**src/rtl/dcache_pkg.sv**
```systemverilog
// Shared types and field geometry for the 2-way data cache controller.
package dcache_pkg;

    localparam int TAG_W      = 23;
    localparam int IDX_W      = 4;
    localparam int OFFSET_W   = 5;
    localparam int VALID_BIT  = 24;
    localparam int DIRTY_BIT  = 23;
    localparam int SRAM_TAG_W = 25;
    localparam int LINE_W     = 256;
    localparam int WORD_W     = 32;
    localparam int WSEL_W     = 3;

    typedef enum logic [2:0] {
        IDLE,
        MISS,
        WRITEBACK,
        READMISS,
        READMISSOK
    } state_e;

endpackage

```
**src/rtl/dcache_word_merge.sv**
```systemverilog
// Combinational 32-bit word select and word insert on a 256-bit cache line.
module dcache_word_merge
    import dcache_pkg::*;
(
    input  logic [LINE_W-1:0] line_i,
    input  logic [WSEL_W-1:0] word_sel_i,
    input  logic [WORD_W-1:0] word_i,
    output logic [WORD_W-1:0] word_o,
    output logic [LINE_W-1:0] line_o
);

    logic [7:0] bit_base;

    assign bit_base = {word_sel_i, 5'd0};
    assign word_o   = line_i[bit_base +: WORD_W];

    always_comb begin
        line_o = line_i;
        line_o[bit_base +: WORD_W] = word_i;
    end

endmodule

```
**src/rtl/dcache_controller.sv**
```systemverilog
// 2-way set-associative D-cache controller: same-cycle hits, write-back/fill on miss.
// Optional hit/miss counters are enabled with the DCACHE_STATS_EN macro.
module dcache_controller
    import dcache_pkg::*;
(
    input  logic                  clk_i,
    input  logic                  rst_n_i,
    input  logic [31:0]           cpu_addr_i,
    input  logic [WORD_W-1:0]     cpu_data_i,
    input  logic                  cpu_MemRead_i,
    input  logic                  cpu_MemWrite_i,
    output logic [WORD_W-1:0]     cpu_data_o,
    output logic                  cpu_stall_o,
    output logic [31:0]           mem_addr_o,
    output logic [LINE_W-1:0]     mem_data_o,
    output logic                  mem_enable_o,
    output logic                  mem_write_o,
    input  logic [LINE_W-1:0]     mem_data_i,
    input  logic                  mem_ack_i,
    output logic [IDX_W-1:0]      cache_sram_index_o,
    output logic [SRAM_TAG_W-1:0] cache_sram_tag_o,
    output logic [LINE_W-1:0]     cache_sram_data_o,
    output logic                  cache_sram_enable_o,
    output logic                  cache_sram_write_o,
    input  logic [SRAM_TAG_W-1:0] cache_sram_tag_i,
    input  logic [LINE_W-1:0]     cache_sram_data_i,
    input  logic                  cache_sram_hit_i
`ifdef DCACHE_STATS_EN
    ,
    output logic [31:0]           hit_cnt_o,
    output logic [31:0]           miss_cnt_o
`endif
);

    state_e state_q, state_d;

    logic              req;
    logic              is_store;
    logic [TAG_W-1:0]  cpu_tag;
    logic [IDX_W-1:0]  idx;
    logic [WSEL_W-1:0] word_sel;
    logic [WORD_W-1:0] rd_word;
    logic [LINE_W-1:0] merged_line;
    logic              unused_byte_bits;

    assign req              = cpu_MemRead_i | cpu_MemWrite_i;
    assign is_store         = cpu_MemWrite_i;
    assign cpu_tag          = cpu_addr_i[31:9];
    assign idx              = cpu_addr_i[8:5];
    assign word_sel         = cpu_addr_i[4:2];
    assign unused_byte_bits = ^cpu_addr_i[1:0];

    assign cache_sram_index_o  = idx;
    assign cache_sram_enable_o = req;

    dcache_word_merge u_merge (
        .line_i     (cache_sram_data_i),
        .word_sel_i (word_sel),
        .word_i     (cpu_data_i),
        .word_o     (rd_word),
        .line_o     (merged_line)
    );

    always_ff @(posedge clk_i) begin
        if (!rst_n_i) begin
            state_q <= IDLE;
        end else begin
            state_q <= state_d;
        end
    end

    always_comb begin
        state_d            = state_q;
        cpu_stall_o        = 1'b0;
        cpu_data_o         = '0;
        mem_enable_o       = 1'b0;
        mem_write_o        = 1'b0;
        mem_addr_o         = '0;
        mem_data_o         = '0;
        cache_sram_write_o = 1'b0;
        cache_sram_tag_o   = {2'b00, cpu_tag};
        cache_sram_data_o  = cache_sram_data_i;

        case (state_q)
            IDLE: begin
                if (req) begin
                    if (cache_sram_hit_i) begin
                        if (is_store) begin
                            cache_sram_write_o = 1'b1;
                            cache_sram_tag_o   = {1'b1, 1'b1, cpu_tag};
                            cache_sram_data_o  = merged_line;
                        end else begin
                            cpu_data_o = rd_word;
                        end
                    end else begin
                        cpu_stall_o = 1'b1;
                        state_d     = MISS;
                    end
                end
            end
            MISS: begin
                cpu_stall_o = 1'b1;
                if (cache_sram_tag_i[VALID_BIT] && cache_sram_tag_i[DIRTY_BIT]) begin
                    state_d = WRITEBACK;
                end else begin
                    state_d = READMISS;
                end
            end
            WRITEBACK: begin
                cpu_stall_o  = 1'b1;
                mem_enable_o = 1'b1;
                mem_write_o  = 1'b1;
                mem_addr_o   = {cache_sram_tag_i[TAG_W-1:0], idx, {OFFSET_W{1'b0}}};
                mem_data_o   = cache_sram_data_i;
                if (mem_ack_i) begin
                    state_d = READMISS;
                end
            end
            READMISS: begin
                cpu_stall_o  = 1'b1;
                mem_enable_o = 1'b1;
                mem_addr_o   = {cpu_tag, idx, {OFFSET_W{1'b0}}};
                // Fill lands in the SRAM in the ack cycle so the replay sees it.
                if (mem_ack_i) begin
                    cache_sram_write_o = 1'b1;
                    cache_sram_tag_o   = {1'b1, 1'b0, cpu_tag};
                    cache_sram_data_o  = mem_data_i;
                    state_d            = READMISSOK;
                end
            end
            READMISSOK: begin
                cpu_stall_o = 1'b1;
                state_d     = IDLE;
            end
            default: begin
                state_d = IDLE;
            end
        endcase
    end

`ifdef DCACHE_STATS_EN
    logic        idle_hit;
    logic        miss_start;
    logic [31:0] hit_cnt_q, hit_cnt_d;
    logic [31:0] miss_cnt_q, miss_cnt_d;

    assign idle_hit   = (state_q == IDLE) && req && cache_sram_hit_i;
    assign miss_start = (state_q == IDLE) && (state_d == MISS);
    assign hit_cnt_d  = hit_cnt_q + {31'd0, idle_hit};
    assign miss_cnt_d = miss_cnt_q + {31'd0, miss_start};

    always_ff @(posedge clk_i) begin
        if (!rst_n_i) begin
            hit_cnt_q  <= '0;
            miss_cnt_q <= '0;
        end else begin
            hit_cnt_q  <= hit_cnt_d;
            miss_cnt_q <= miss_cnt_d;
        end
    end

    assign hit_cnt_o  = hit_cnt_q;
    assign miss_cnt_o = miss_cnt_q;
`endif

endmodule

```
**config.mk**
```make
export PLATFORM = sky130hd
export DESIGN_NAME = dcache_controller
export DESIGN_NICKNAME = d
export VERILOG_FILES = /design/src/rtl/dcache_pkg.sv /design/src/rtl/dcache_word_merge.sv /design/src/rtl/dcache_controller.sv
export SDC_FILE = /design/constraint.sdc
export NUM_CORES = 1
export LEC_CHECK = 0
export ABC_AREA = 1
export CORE_AREA = 4 4 478 480
export CTS_BUF_LIST = sky130_fd_sc_hd__clkbuf_4
export DETAILED_ROUTE_END_ITERATION = 8
export DIE_AREA = 0 0 482 484
export GPL_TIMING_DRIVEN = 0
export SLEW_MARGIN = 25
export SYNTH_ARGS = -nofsm -noshare
export SYNTH_HDL_FRONTEND = slang
export SYNTH_SLANG_ARGS = --single-unit
```
**constraint.sdc**
```tcl
create_clock -name clk_i -period 3.3 [get_ports clk_i]
set_input_delay 0.33 -clock clk_i [delete_from_list [all_inputs] [get_ports clk_i]]
set_output_delay 0.33 -clock clk_i [all_outputs]
set_load 0.01 [all_outputs]
```
==> After elaboration in Yosys (flattened, before gate mapping) <==
Index checks and enable logic that the tools add are counted.
{ "op_classes": {"n_bitwise": 1, "add_sub_neg": 1, "shift": 3, "mul": 0, "mux": 33, "div_mod_pow": 0, "n_lt_le_gt_ge": 0, "reduce_logical": 5, "eq_ne": 8} }
{ "op_table": {"columns": ["op", "n"], "rows": [
  ["two-way mux 256 bit", 5],
  ["case mux 256 bit (2 select lines)", 1],
  ["bitwise mux 256 bit", 1],
  ["variable shift 32 x 10 -> 256 bit (first input constant)", 1],
  ["indexed part select 256 x 9 -> 32 bit", 1],
  ["indexed part select 32 x 10 -> 256 bit", 1],
  ["two-way mux 32 bit", 4],
  ["two-way mux 25 bit", 4],
  ["case mux 32 bit (2 select lines)", 1],
  ["case mux 25 bit (2 select lines)", 1],
  ["two-way mux 3 bit", 4],
  ["case mux 3 bit (4 select lines)", 1],
  ["negation 8 -> 10 bit", 1],
  ["two-way mux 1 bit", 9],
  ["!= test 2 bit (second input constant)", 4],
  ["equality test 3 x 2 -> 1 bit (second input constant)", 2],
  ["case mux 1 bit (2 select lines)", 2],
  ["AND reduction 4 bit", 1],
  ["OR reduction 4 bit", 1],
  ["equality test 3 x 1 -> 1 bit (second input constant)", 1],
  ["equality test 3 bit (second input constant)", 1],
  ["zero test 3 bit", 1],
  ["OR reduction 2 bit", 1],
  ["logical AND 1 bit", 1],
  ["bitwise OR 1 bit", 1]
]} }
{ "word_totals": {"ff_bits": 3, "memories": 0, "ram_bits": 0, "wordCells": 52, "output_inout_bits": 610, "latch_bits": 0, "inputBits": 607, "mem_bits_ro": 0} }

==> Depth between registers and ports, before layout <==
Gate-level depths: netlist of the first run.
{ "logic_depth": {"word_depth": 7, "ltp_mapped": 15, "mapped_depth_nobuf": 12} }

==> Hierarchy <==
A second synthesis of the first run with hierarchy kept.
{ "unflattened": {"hier_cells": 3625, "hier_area_um2": 15562.4} }
{ "modules_own_cells": {"columns": ["module", "area_per_inst_um2", "cells_per_inst", "n_inst", "seq_area_each_um2"], "rows": [
  ["dcache_controller", 8141.6, 1824, 1, 60.1],
  ["dcache_word_merge", 7420.9, 1801, 1, 0.0]
]} }

==> Worst setup path after synthesis of the first run <==
Ideal clock, no wire load.
{ "synth_timing": {"kind": "input port to output port", "start": "input cpu_addr_i[2]", "end": "output cache_sram_data_o[176]", "t_required_ps": 2970, "n_path_buf": 5, "setup_slack_ps": 268, "arrival_ps": 2702, "stages": 14, "cell_sequence": "buf_2 > inv_2 > clkbuf_1 > clkbuf_1 > ha_1 > ha_1 > buf_2 > nor2_1 > nand4_2 > nand2_1 > nand2_2 > buf_2 > nand2_1 > nand3_1"} }
{ "synth_between": {"elab_chain_len": 7, "word_cells_on_any_way": 8, "cone_classes": "1 x add/sub; 2 x shift; 5 x mux"} }
{ "synth_lines": {"columns": ["item", "line", "rtl"], "rows": [
  ["start: declaration", "dcache_controller.sv:8", "input logic [31:0] cpu_addr_i,"],
  ["negation 8 -> 10 bit *", "dcache_word_merge.sv:19", "line_o[bit_base +: WORD_W] = word_i;"],
  ["indexed part select 32 x 10 -> 256 bit or variable shift 32 x 10 -> 256 bit (tied branches)", "dcache_word_merge.sv:19", null],
  ["bitwise mux 256 bit *", "dcache_word_merge.sv:19", null],
  ["two-way mux 256 bit *", "dcache_controller.sv:88", "if (is_store) begin"],
  ["two-way mux 256 bit *", "dcache_controller.sv:87", "if (cache_sram_hit_i) begin"],
  ["two-way mux 256 bit *", "dcache_controller.sv:86", "if (req) begin"],
  ["case mux 256 bit (2 select lines) *", "dcache_controller.sv:84", "case (state_q)"],
  ["end: declaration", "dcache_controller.sv:22", "output logic [LINE_W-1:0] cache_sram_data_o,"]
]} }
Mark *: on every way between the ends. The rest lies on a longest branch, timed or not.

==> Final worst setup path of the first run <==
{ "layout_timing": {"start": "input cpu_addr_i[2]", "end": "output cache_sram_data_o[184]"} }
Same word-level chain as after synthesis.

==> implementation parameters, run 1 <==
Parameter                              Value

Cells and area
  Post-route cell area ... 32150 sq um
  Max reg flops ... 3
  Synth-to-layout area growth ... 149.9%
  Finished Core Util ... 14.34%
  Regs by FF count ... state_q x3
  Most flop-heavy register ... state_q
  Final Net Count ... 4837
  Ratio of cells with drive above 1 in the final layout ... 20.01%

Clocking
  Htree depth ... 1
  Total CTS buffers ... 3
  Post-CTS clock slew at the launch and capture registers of the worst setup and hold paths ... 0.04 ns
  Clock tree root buffer cell ... clkbuf_4
  CTS sink count ... 3
  Maximum clock path buffer count ... 2
  TritonCTS clock tree ... yes
  Clk_lat worst skew ... 0.23 ns
  Hold buffer count at cts ... 0

Route
  Routed WL per cell ... 44.18 um
  Count of antenna-violating nets left after detailed routing ... 0
  Count of routing violations after the opening detailed-route iteration ... 2918
  Number of DRC violations after detailed routing ... 0
  Per-cell via count in the routed design ... 3.863
  Final wirelength ... 325900 um
  DRT Pass-1 Iters ... 5
  Number of vias after detailed routing ... 28500

Placed design
  Placed instance area ... 28720 sq um
  Buffers on Ports ... 1208
  Final HPWL from detailed placement ... 295000 um
  Placer congestion estimate ... 1.034
  Worst setup slack before clock tree synthesis ... -3.081 ns

Floorplan
  Number of ports placed on the die boundary ... 1217
  Height of the die ... 484 um
  Placeable core area ... 224200 sq um
  Cell row count ... 174
  Overall die area ... 233300 sq um
  Initial core utilization ... 5.737%
  Overall die width ... 482 um

Yosys
  Number of library cell types mapped by synthesis ... 34
  Cell type contributing the most total cell area after synthesis ... nand2_1
  Area of the mapped netlist ... 12860 sq um
  Cells after synthesis ... 2934
  Number of synthesized flops with an enable pin ... 0
  Most area-consuming cells after synthesis ... nand2_1, nor2_1, nand3_1
  Area share of the largest cell type after synthesis ... 23.84%
  Fraction of the yosys area taken by sequential cells ... 0.4669%
  Commonest cells post-synth ... nand2_1, nor2_1, inv_1, nand3_1, o21ai_0
  Flops & latches, synth ... 3
  Leading cell type by number of instances after synthesis ... nand2_1
  Prevailing post-synth register cell ... dfxtp_1
  Async set-reset flop share out of synthesis ... 0%
  Syn avg cell area ... 4.384 sq um
  Syn. warnings ... 0

Worst setup path
  Source of the worst register-to-register timing path ... state_q[2]
  RR Endpoint ... state_q[1]
  Start-to-end type of the worst setup path ... in -> out
  Data required time at the worst endpoint ... 2.97 ns
  Launch point of the worst path ... cpu_addr_i[2]
  Number of cell instances on the worst register-to-register path ... 7
  Setup crit start kind ... input pin
  Worst Path Arrival ... 2.96 ns
  Setup slack, reg-to-reg ... 1.06 ns
  Max FO, Critical Path ... 11
  Critical path endpoint ... cache_sram_data_o[184]
  Crit end category ... output pin

Power and ir drop
  Leakage dissipation ... 14.59 nW
  Power density normalized to cell area ... 400.5 nW/um^2
  Maximum resistive drop on vdd ... 0.0002821 V

Timing
  F_max ... 0.3040 GHz
  Final critical-path share of the clock period ... 99.68%
  Setup violations, final ... 0
  Final count of hold timing violations ... 0
  Transition at the pin with the smallest max-transition slack ... 1.051 ns
  Final worst path period need ... 3.289 ns
  Unrepaired setup endpoints after global routing ... yes
  Setup TNS Final ... 0 ns
  Clock Skews ... 0.002321 ns
  Slew Limit Fails ... 0
  Worst-case setup margin in the final layout ... 0.01069 ns
  Relative slew margins ... 29.96%

GRT
  Antenna violations before repair ... 294
  Largest net degree at the start of global routing ... 16
  Overflow left after global routing ... 0
  Global routing usage summed across all routing layers ... 26.49%
  Via count of the first global-routing pass ... 26450
  Wire length of the first global-routing pass ... 380000 um

Run
  Max capacitance violation total ... 0

Worst hold path
  Min-delay worst type ... reg -> reg

Outcome
  Run status ... finished, final reports clean
power breakdown:
part           leakage [nW]  switching (mW)  internal, mW
registers            0.0248          0.0103        0.0438
clock network        0.0195          0.0174        0.0534
logic                  14.5            8.82          3.93
cells by family (layout without fill, tap and decap cells):
| logic type | Yosys count | in the layout | synth area share, % |
|---|---|---|---|
| compound gates | 475 | 475 | 20.62 |
| fa+ha+maj | 6 | 6 | 0.5836 |
| buf+inv | 696 | 1979 | 22.12 |
| flops | 3 | 3 | 0.4669 |
| other cells | 1 | 167 | 0.02915 |
| simple gates | 1753 | 1755 | 56.18 |
layout by cell type, fill, tap and decap left out, drive strengths merged, types with 32 or more instances in the layout:
| master | synthesis | final |
|---|---|---|
| o21ai | 270 | 270 |
| dlygate4sd2 | 0 | 106 |
| inv | 447 | 446 |
| buf | 146 | 333 |
| nor3 | 42 | 42 |
| a21oi | 106 | 106 |
| o211ai | 49 | 49 |
| clkbuf | 100 | 126 |
| dlymetal6s2s | 0 | 32 |
| nand2 | 820 | 822 |
| clkdlybuf4s50 | 0 | 852 |
| diode | 0 | 162 |
| clkdlybuf4s15 | 0 | 78 |
| nand3 | 342 | 342 |
| nor2 | 506 | 506 |
area by class of cell:
class / instances / area (sq um)
Antenna cell: 162 / 405.4
Buffer: 242 / 1823
Clock buffer: 4 / 30.03
Fill cell: 26440 / 192100
Inverter: 450 / 1727
Multi-Input combinational cell: 2241 / 12040
Sequential cell: 3 / 60.06
Tap cell: 2992 / 3744
Timing Repair Buffer: 1283 / 12320
worst max-delay path, stage by stage:
cell	delay, ns
buf_4	0.13
buf_8	0.14
inv_4	0.06
clkbuf_16	0.17
clkbuf_16	0.19
ha_4	0.18
ha_1	0.28
buf_6	0.16
nor2_4	0.19
nand3_4	0.13
buf_4	0.18
nor3_4	0.32
nor2_2	0.12
nand2_1	0.07
dlygate4sd2_1	0.28
repair_timing:
item	CTS	global route
endpoints found under the setup margin	566	248
gates cloned	6	1
pin swaps	85	18
resized for setup	1622	197
buffers inserted	67	3
routing by layer:
| metal | up-vias | global-route usage (%) | routed length [um] |
|---|---|---|---|
| li1 | 11970 | - | - |
| met1 | 13440 | 28.89 | 119800 |
| met2 | 2280 | 39.79 | 135200 |
| met3 | 637 | 15.99 | 47810 |
| met4 | 176 | 14.19 | 22010 |
| met5 | - | 0 | 1122 |
stage by stage:
stage	instances	hold slack, ns	power (mW)
2_1_floorplan	2938	0.4504	3.713
3_3_place_gp	7138	0.5654	12.36
3_5_place_dp	7138	0.5725	12.30
4_1_cts	7213	0.6115	12.90
5_1_grt	7300	0.6550	13.23
6_report	7377	0.6193	12.87
worst min-delay path by stage:
stage                     slack (ns)          to  startpoint  cells after the start
after global placement          0.57  state_q[0]  state_q[0]                      4
after detailed placement        0.57  state_q[0]  state_q[0]                      4
after floorplan                 0.45  state_q[0]     rst_n_i                      2
after global routing            0.65  state_q[0]  state_q[0]                      4
after CTS                       0.61  state_q[0]  state_q[0]                      4
final                           0.62  state_q[0]  state_q[0]                      4
No activity file was read; power rests on OpenSTA's default activity.
==> inputs of run 2 (changes only) <==
Settings changed: CTS_BUF_LIST sky130_fd_sc_hd__clkbuf_4 to sky130_fd_sc_hd__clkbuf_8.
==> run 2 against run 1 <==
Net effect: the run now ends with negative setup slack left; first-iteration DRC count rose by 3.2%; combinational power about the same; sequential share of layout area is essentially flat; final area fell by 0.12%; fmax decreased by 1.2%; non-clock buffer count unchanged; cell count decreased by 0.11%; hold slack got worse by 0.0093 ns; via count decreased by 0.24%; die area unchanged; critical path depth shrank 5; critical endpoint is now cpu_data_o[14].
==> implementation parameters, run 2 (synthesis results as in run 1) <==
Parameter                              Value

Timing
  Relative slew margins ... 28.67% (-1.3 points)
  Setup TNS Final ... -0.07698 ns (-0.07698 ns)
  Setup violations, final ... 4 (+4)
  Transition at the pin with the smallest max-transition slack ... 1.067 ns (+0.01598 ns)
  Final critical-path share of the clock period ... 100.9% (+1.3 points)
  Final count of hold timing violations ... 0 (unchanged)
  Worst-case setup margin in the final layout ... -0.03058 ns (-0.04126 ns)
  Clock Skews ... 0.002636 ns (+0.0003144 ns)
  Final worst path period need ... 3.331 ns (+0.04126 ns)
  Slew Limit Fails ... 0 (unchanged)
  Worst hold-check slack ... 0.6100 ns (-0.009348 ns)
  F_max ... 0.3002 GHz (-1.2%)

Route
  Per-cell via count in the routed design ... 3.858 (-0.13%)
  DRT Pass-1 Iters ... 5 (unchanged)
  Number of DRC violations after detailed routing ... 0 (unchanged)
  Count of routing violations after the opening detailed-route iteration ... 3012 (+3.2%)
  Number of vias after detailed routing ... 28430 (-0.24%)
  Count of antenna-violating nets left after detailed routing ... 0 (unchanged)
  Routed WL per cell ... 44.28 um (+0.23%)
  Final wirelength ... 326300 um (+0.12%)

GRT
  Overflow left after global routing ... 0 (unchanged)
  Via count of the first global-routing pass ... 26480 (+0.13%)
  Global routing usage summed across all routing layers ... 26.50% (about the same)
  Antenna violations before repair ... 282 (-4.1%)
  Largest net degree at the start of global routing ... 12 (-4)
  Wire length of the first global-routing pass ... 380000 um (about the same)

Outcome
  Violations in the final reports ... negative setup slack
  Run status ... finished with violations

Worst setup path
  Launch point of the worst path ... cpu_addr_i[2]
  Bufs and invs on worst path ... 6 (-2)
  Crit path depth ... 10 (-5)
  Number of cell instances on the worst register-to-register path ... 7 (unchanged)
  Cell-by-cell trace of the critical path ... buf_4 -> buf_8 -> buf_4 -> buf_4 -> clkbuf_2 -> a21oi_1 -> o21ai_0 -> nand3_2 -> and3_1 -> clkdlybuf4s50_1
  Start-to-end type of the worst setup path ... in -> out
  Setup crit start kind ... input pin
  Source of the worst register-to-register timing path ... state_q[0]
  Critical path endpoint ... cpu_data_o[14]
  RR Endpoint ... state_q[1]
  Worst Path Arrival ... 3.00 ns (+0.04 ns)
  Data required time at the worst endpoint ... 2.97 ns (about the same)
  Critical path's slowest cell ... clkdlybuf4s50_1
  Crit end category ... output pin
  Delay of the slowest critical-path stage ... 0.54 ns (+0.22 ns)
  CP most frequent cell ... buf_4
  Critical path's top delay family ... buffers and inverters
  Setup slack, reg-to-reg ... 0.94 ns (-0.12 ns)
  Max FO, Critical Path ... 11 (unchanged)

Power and ir drop
  Maximum resistive drop on vdd ... 0.0002778 V (-1.5%)
  Combinational power share ... 98.8% (-0.2 points)
  Leakage dissipation ... 14.40 nW (-1.3%)
  Seq pwr share ... 0.4% (about the same)
  Int Pwr ... 4.034 mW (+0.15%)
  Net Sw Power ... 8.836 mW (-0.10%)
  Switching power share of the total ... 68.66% (about the same)
  Share of power burned in the clock network ... 0.8% (+0.2 points)
  Power density normalized to cell area ... 400.9 nW/um^2 (about the same)

Floorplan
  Height of the die ... 484 um (unchanged)
  Placeable core area ... 224200 sq um (unchanged)
  Overall die width ... 482 um (unchanged)
  Initial core utilization ... 5.737% (unchanged)
  Number of ports placed on the die boundary ... 1217 (unchanged)
  Overall die area ... 233300 sq um (unchanged)
  Cell row count ... 174 (unchanged)

Clocking
  Post-CTS clock slew at the launch and capture registers of the worst setup and hold paths ... 0.03 ns (about the same)
  Clk_lat worst skew ... 0.22 ns (about the same)
  CTS sink count ... 3 (unchanged)
  Maximum clock path buffer count ... 2 (unchanged)
  TritonCTS clock tree ... yes
  Total CTS buffers ... 3 (unchanged)
  Htree depth ... 1 (unchanged)
  Clock tree root buffer cell ... clkbuf_8
  Hold buffer count at cts ... 0 (unchanged)

Placed design
  Worst setup slack before clock tree synthesis ... -3.081 ns (unchanged)
  Buffers on Ports ... 1208 (unchanged)
  Placer congestion estimate ... 1.034 (unchanged)
  Final HPWL from detailed placement ... 295000 um (unchanged)

Cells and area
  Most flop-heavy register ... state_q
  Final Net Count ... 4837 (unchanged)
  Finished Core Util ... 14.32% (-0.017 points)
  Max reg flops ... 3 (unchanged)
  Regs by FF count ... state_q x3
  Commonest non-fill, non-tap cells in the layout ... clkdlybuf4s50_1, nand2_1, inv_1, nor2_1, nand3_1
  Ratio of cells with drive above 1 in the final layout ... 19.82% (-0.19 points)
  Synth-to-layout area growth ... 149.6%
  Most common cell after layout, fill and taps aside ... clkdlybuf4s50_1

Worst hold path
  Min-delay worst type ... reg -> reg

Run
  Max capacitance violation total ... 0 (unchanged)
run 2: cell count changes in the layout (fill, tap and decap cells not counted), sizes merged:
cell,before,now
buf,333,327
dlymetal6s2s,32,19
clkdlybuf4s50,852,862
dlygate4sd2,106,113
clkinv,2,3
diode,162,154
clkbuf,126,127
run 2: power groups by stage:
stage / Clock (mW) / Sequential [mW] / Combinational, mW
CTS: 0.107 / 0.0538 / 12.8
detailed placement: 0 / 0.0526 / 12.3
global placement: 0 / 0.0523 / 12.3
floorplan: 0 / 0.0508 / 3.66
global route: 0.110 / 0.0548 / 13.1
finish: 0.103 / 0.0538 / 12.7
run 2: cell type report:
type | instances | area (sq um)
diodes | 154 | 385.4
flip-flops and latches | 3 | 60.06
clock buffers | 3 | 41.29
clock inverters | 1 | 3.754
multi-input cells | 2241 | 12040
well taps | 2992 | 3744
inverters | 450 | 1725
plain buffers | 242 | 1808
fillers | 26460 | 192100
repair buffers | 1283 | 12300
run 2: worst reg2reg max path: cells and delay by family, from the launching register on:
kind / cells / cell delay (ns)
AO/OA/AOI/OAI: 3 / 1.13
buffers and inverters: 2 / 0.36
AND/OR/NAND/NOR: 2 / 0.30
flip-flops: 1 / 0.44
run 2: layer usage:
| layer | vias to the layer above | global-route usage [%] | part of all wire, % |
|---|---|---|---|
| met5 | - | 0 | 0.35 |
| met4 | 174 | 14.26 | 6.7 |
| met3 | 630 | 15.94 | 14 |
| li1 | 11960 | - | - |
| met1 | 13420 | 28.96 | 37 |
| met2 | 2251 | 39.75 | 41 |
run 2: stage by stage:
step                cells  area, sq um  total power [mW]
global placement     7138        28710             12.36
global route         7297        31930             13.24
CTS                  7214        31710             12.92
detailed placement   7138        28720             12.30
finish               7369        32110             12.87
floorplan            2938        12880             3.713
run 2: what timing repair did:
item / in CTS / in global routing
pin swaps: 85 / 13
gates cloned: 6 / 1
setup buffers: 67 / 3
endpoints found under the setup margin: 566 / 234
gates resized for setup: 1620 / 175
run 2: worst min-delay path by stage:
stage,from,to,slack [ns],cells past startpoint
after floorplan,rst_n_i,state_q[0],0.45,2
after global placement,state_q[0],state_q[0],0.57,4
after detailed placement,state_q[0],state_q[0],0.57,4
after CTS,state_q[0],state_q[0],0.61,4
after global routing,state_q[0],state_q[0],0.65,4
final,state_q[0],state_q[0],0.61,4
==> inputs of run 3 (changes only) <==
Settings changed: HOLD_SLACK_MARGIN from default to 0.08.
==> results of run 3 <==
No change in the layout: final DEF, timing and power equal those of run 2.
